**src/rtl/m68k_bus_master.sv**
```systemverilog
// 68000 asynchronous bus-cycle master: runs one read/write request at a time through S0-S7,
// stepping on MCCLK edge strobes, with DTACK wait states and a timeout abort.
module m68k_bus_master #(
    parameter int WAIT_LIMIT = 64
) (
    input  logic        sysclk,
    input  logic        nreset,
    input  logic        mcclk_rising,
    input  logic        mcclk_falling,
    input  logic        dtack_latch,
    input  logic        req,
    input  logic        req_rw,
    input  logic [22:0] req_addr,
    input  logic        req_uds,
    input  logic        req_lds,
    input  logic [15:0] req_wdata,
    output logic        ack,
    output logic        done,
    output logic        err,
    output logic [15:0] rdata,
    output logic        busy,
    output logic [22:0] bus_addr,
    output logic        bus_as_n,
    output logic        bus_uds_n,
    output logic        bus_lds_n,
    output logic        bus_rw,
    output logic [15:0] bus_dout,
    output logic        bus_doe,
    input  logic [15:0] bus_din,
    output logic [3:0]  dbg_state
);

    localparam int CW = $clog2(WAIT_LIMIT + 1);

    typedef enum logic [3:0] {
        IDLE, S0, S1, S2, S3, S4, S5, S6, S7
    } state_t;

    state_t          state;
    logic            rw_q;
    logic [22:0]     addr_q;
    logic            uds_q;
    logic            lds_q;
    logic [15:0]     wdata_q;
    logic            dtack_seen;
    logic [CW-1:0]   wait_cnt;

    assign dbg_state = state;

    always_ff @(negedge sysclk or negedge nreset) begin
        if (!nreset) begin
            state      <= IDLE;
            rw_q       <= 1'b1;
            addr_q     <= '0;
            uds_q      <= 1'b0;
            lds_q      <= 1'b0;
            wdata_q    <= '0;
            dtack_seen <= 1'b0;
            wait_cnt   <= '0;
            ack        <= 1'b0;
            done       <= 1'b0;
            err        <= 1'b0;
            rdata      <= '0;
            busy       <= 1'b0;
            bus_addr   <= '0;
            bus_as_n   <= 1'b1;
            bus_uds_n  <= 1'b1;
            bus_lds_n  <= 1'b1;
            bus_rw     <= 1'b1;
            bus_dout   <= '0;
            bus_doe    <= 1'b0;
        end else begin
            ack  <= 1'b0;
            done <= 1'b0;
            err  <= 1'b0;

            // DTACK only counts once the address strobe phase has begun.
            if (dtack_latch && (state == S2 || state == S3 || state == S4))
                dtack_seen <= 1'b1;

            case (state)
                IDLE: if (mcclk_rising && req) begin
                    state      <= S0;
                    ack        <= 1'b1;
                    busy       <= 1'b1;
                    rw_q       <= req_rw;
                    addr_q     <= req_addr;
                    uds_q      <= req_uds;
                    lds_q      <= req_lds;
                    wdata_q    <= req_wdata;
                    bus_rw     <= req_rw;
                    dtack_seen <= 1'b0;
                    wait_cnt   <= '0;
                end
                S0: if (mcclk_falling) begin
                    state    <= S1;
                    bus_addr <= addr_q;
                end
                S1: if (mcclk_rising) begin
                    state    <= S2;
                    bus_as_n <= 1'b0;
                    if (rw_q) begin
                        bus_uds_n <= ~uds_q;
                        bus_lds_n <= ~lds_q;
                    end
                end
                S2: if (mcclk_falling) begin
                    state <= S3;
                    if (!rw_q) begin
                        bus_dout <= wdata_q;
                        bus_doe  <= 1'b1;
                    end
                end
                S3: if (mcclk_rising) begin
                    state <= S4;
                    if (!rw_q) begin
                        bus_uds_n <= ~uds_q;
                        bus_lds_n <= ~lds_q;
                    end
                end
                S4: if (mcclk_falling) begin
                    if (dtack_seen || dtack_latch) begin
                        state <= S5;
                    end else if (wait_cnt == CW'(WAIT_LIMIT - 1)) begin
                        // Timeout: terminate straight into S7 without sampling data.
                        state     <= S7;
                        wait_cnt  <= wait_cnt + 1'b1;
                        bus_as_n  <= 1'b1;
                        bus_uds_n <= 1'b1;
                        bus_lds_n <= 1'b1;
                        done      <= 1'b1;
                        err       <= 1'b1;
                    end else begin
                        wait_cnt <= wait_cnt + 1'b1;
                    end
                end
                S5: if (mcclk_rising) state <= S6;
                S6: if (mcclk_falling) begin
                    state     <= S7;
                    if (rw_q) rdata <= bus_din;
                    bus_as_n  <= 1'b1;
                    bus_uds_n <= 1'b1;
                    bus_lds_n <= 1'b1;
                    done      <= 1'b1;
                end
                S7: if (mcclk_rising) begin
                    state   <= IDLE;
                    bus_doe <= 1'b0;
                    bus_rw  <= 1'b1;
                    busy    <= 1'b0;
                end
                default: state <= IDLE;
            endcase
        end
    end

endmodule
```
**config.mk**
```make
export PLATFORM = sky130hd
export DESIGN_NAME = m68k_bus_master
export DESIGN_NICKNAME = d
export VERILOG_FILES = /design/src/rtl/m68k_bus_master.sv
export SDC_FILE = /design/constraint.sdc
export NUM_CORES = 1
export LEC_CHECK = 0
export CAP_MARGIN = 30
export CORE_MARGIN = 2
export CORE_UTILIZATION = 50
export CTS_BUF_LIST = sky130_fd_sc_hd__clkbuf_2 sky130_fd_sc_hd__clkbuf_4 sky130_fd_sc_hd__clkbuf_8
export DETAILED_ROUTE_END_ITERATION = 8
export PLACE_DENSITY = 0.83
export SYNTH_ARGS = -nofsm -noshare
export SYNTH_HDL_FRONTEND = slang
export SYNTH_SLANG_ARGS = --single-unit
```
**constraint.sdc**
```tcl
create_clock -name sysclk -period 2.2 [get_ports sysclk]
set_input_delay 0.44 -clock sysclk [delete_from_list [all_inputs] [get_ports sysclk]]
set_output_delay 0.44 -clock sysclk [all_outputs]
set_load 0.005 [all_outputs]
```
==> results.txt <==
Outcome: complete, but fails checks
Failing checks: setup timing
Comb pwr share: 44.4%
Drt wl/cell: 27.2 um
Cts bufs inserted: 17
Number of nets in the layout: 728
Crit-path slowest cell: dfstp_2
Sw Share: 36.9%
Reg power frac: 34.3%
Final Cell Area: 8400 um^2
Highest routed layer: met4
Slew HR: 50.2%
Worst hold path type: flip-flop to flip-flop
Number of I/O pins: 132
First-pass GRT wire length: 25,400 um
Post-Syn Nets: 474
Pre-Repair DR Iteration Count: 5
Final core utilization: 90.9%
Post-Route WL: 21,900 um
DR WL met2: 10,900 um
Commonest non-fill, non-tap cells in the layout: dfrtn_1, buf_4, buf_2, clkdlybuf4s50_1, nand2_2
Pwr/cell area: 1340 nW/um^2
Sequential-to-total area share from yosys stat: 62.4%
Share of cells above drive strength 1: 60.6%
Internal power: 0.00712 W
Num rows: 35
Layout area overhead: 77.0%
Multi-input gate area: 2430 um^2
Hold Fails Final Rpt: 0
Critical Path RT: 1.76 ns
Largest net degree at the start of global routing: 69
CORE AREA: 9240 um^2
Vias per cell: 6.00
Syn Inst Count: 409
CTS tree: built
Place WS: -1.20 ns
Final hold slack: 0.435 ns
Pleak: 4.31 nW
Iteration-0 DRC Markers: 483
Max stage delay on crit path: 0.57 ns
Register area: 2960 um^2
Top FF cell, synth: dfrtn_1
Synth top area share: 59.6%
Worst Setup End Kind: output pin
Fillcell total: 299
Clock Tree Buf Depth: 2
Peak VDD IR: 0.000743 V
Kind of critical path: flip-flop to output pin
RSZ-0062 raised after global routing: true
Initial Util: 51.4%
Worst path bufs/invs: 1
Mapped Avg Cell Area: 11.6 um^2
Async set or reset register ratio after synthesis: 100%
Commonest non-fill, non-tap cell in the layout: dfrtn_1
Initial antenna violation count: 0
Die height: 101 um
Area after DPL: 6500 um^2
Total gr overflow: 0
Clk slew on worst S/H paths: 0.10 ns
Endpoints failing setup: 184
Vias in the first global route: 4,581
PnR worst setup slack: -0.510 ns
Antenna Nets Post-Route: 0
CP cell instances: buf_6
Routed metal-1 wire length: 7390 um
Ys Warns: 0
Netlist cell types: 46
Max-cap violations: 0
DR vias: 4,822
Clock root buffer master: clkbuf_8
Reported net switching power: 0.00417 W
CP delay by family, top: flip-flops
Worst-skew pair later-pin latency: 0.49 ns
DIE AREA: 10,300 um^2
Yosys top cell by area: dfrtn_1
Synth area leaders: dfrtn_1, mux2_2, nand2_1, mux2_4, dfstp_2
Post-DP HPWL: 7640 um
Die X: 101 um
Met3 wire len: 1960 um
GPL Wtd Cong: 0.895
Post-synth EDFFs: 0
Cell Area, Synth: 4750 um^2
Crit path DAT: 2.27 ns
H-tree Lvls: 4
Setup crit start kind: flip-flop
FF+latch count, synth: 118
Port Buffer Count: 131
Clock share of power: 21.3%
Largest fanout on the critical path: 2
Residual DRC: 0
Sinks on Clock Net: 118
Clock Skew: 0.0976 ns
Fin. max-slew vios: 0
Worst-Margin Slew: 0.741 ns
Ant diodes: 0
All-Layer GR Usage: 33.7%
## registers in the layout (all words and copies together) (netlist names)
name,count
wdata_q,16
bus_uds_n,1
rdata,16
bus_addr,23
bus_rw,1
err,1
ack,1
dtack_seen,1
rw_q,1
bus_lds_n,1
dbg_state,4
done,1
busy,1
bus_doe,1
wait_cnt,7
bus_dout,16
bus_as_n,1
lds_q,1
uds_q,1
addr_q,23
## worst reg2reg max path, delay by kind of cell (launching register included)
| kind | cells | cell delay [ns] |
|---|---|---|
| buffers and inverters | 3 | 0.53 |
| AND/OR/NAND/NOR | 2 | 0.97 |
| flip-flops | 1 | 0.42 |
| multiplexers | 1 | 0.34 |
## stage by stage
step,TNS [ns],total power [W],instances
6_report,-46.92,0.0113,804
5_1_grt,-49.50,0.0116,804
4_1_cts,-36.73,0.00966,770
3_5_place_dp,-131.97,0.00679,683
3_3_place_gp,-127.31,0.00662,683
2_1_floorplan,-46.17,0.00503,409
## Yosys cell counts (3+ instances only)
| master | number |
|---|---|
| inv_1 | 4 |
| clkbuf_1 | 9 |
| mux2_4 | 9 |
| nand3_1 | 8 |
| o21ai_0 | 7 |
| a21o_1 | 3 |
| nand2_1 | 134 |
| buf_2 | 10 |
| mux2_2 | 46 |
| a211oi_1 | 3 |
| dfstp_2 | 5 |
| nor2_1 | 7 |
| dfrtn_1 | 113 |
| o22a_1 | 3 |
| a21oi_1 | 6 |
| nor3_1 | 4 |
## power by group through the flow
stage	Sequential (W)	Clock (W)	Combinational [W]
after CTS	0.00363	0.00226	0.00377
after global placement	0.00356	0.0000169	0.00304
after detailed placement	0.00361	0.0000169	0.00316
after global routing	0.00391	0.00248	0.00522
final	0.00386	0.00241	0.00501
after floorplan	0.00357	0.0000169	0.00144
## cells by family after synthesis
family / Yosys count / synth area share [%]
adder cells (fa/ha/maj): 1 / 0.264
flip-flops: 118 / 62.4
buffers and inverters: 27 / 2.72
AO/OA/AOI/OAI: 37 / 5.27
AND/OR/NAND/NOR: 170 / 15.4
XOR/XNOR: 1 / 0.185
multiplexers: 55 / 13.8
## final timing paths
path                                          startpoint                       end  slack [ns]  depth (start not counted)
worst min-delay path               addr_q[4]$_DFFE_NN0P_     addr_q[4]$_DFFE_NN0P_        0.44                          2
worst max-delay path               bus_lds_n$_DFFE_NN1P_                 bus_lds_n       -0.51                          1
worst max register to register  dbg_state[1]$_DFFE_NN0P_  bus_dout[10]$_DFFE_NN0P_       -0.21                          6
max in group asynchronous                         nreset    addr_q[19]$_DFFE_NN0P_        0.81                          2
worst min register to register     addr_q[4]$_DFFE_NN0P_     addr_q[4]$_DFFE_NN0P_        0.44                          2
min in group asynchronous                         nreset   bus_dout[9]$_DFFE_NN0P_        1.01                          2
## per-layer routing
layer  vias up  GRT usage, %
met5         -             0
met4         0          17.3
met3       148          8.49
met2       392          59.5
met1      2397          37.8
li1       1885             -
## cell type report
cell class,count,share of cell area (%)
clock inverter,18,2.53
inverter,4,0.328
timing repair inverter,1,0.104
multi-input combinational,265,28.9
timing repair buffer,251,28.0
clock buffer,18,2.95
tap,129,1.92
sequential,118,35.2
## repair_timing
action,in CTS,in global routing
gates resized for setup,402,142
endpoints found under the hold margin,0,0
setup buffers,43,39
gates cloned,10,6
endpoints found under the setup margin,186,185
hold buffers,0,0
pin swaps,55,83
No activity file was read; power rests on OpenSTA's default activity.
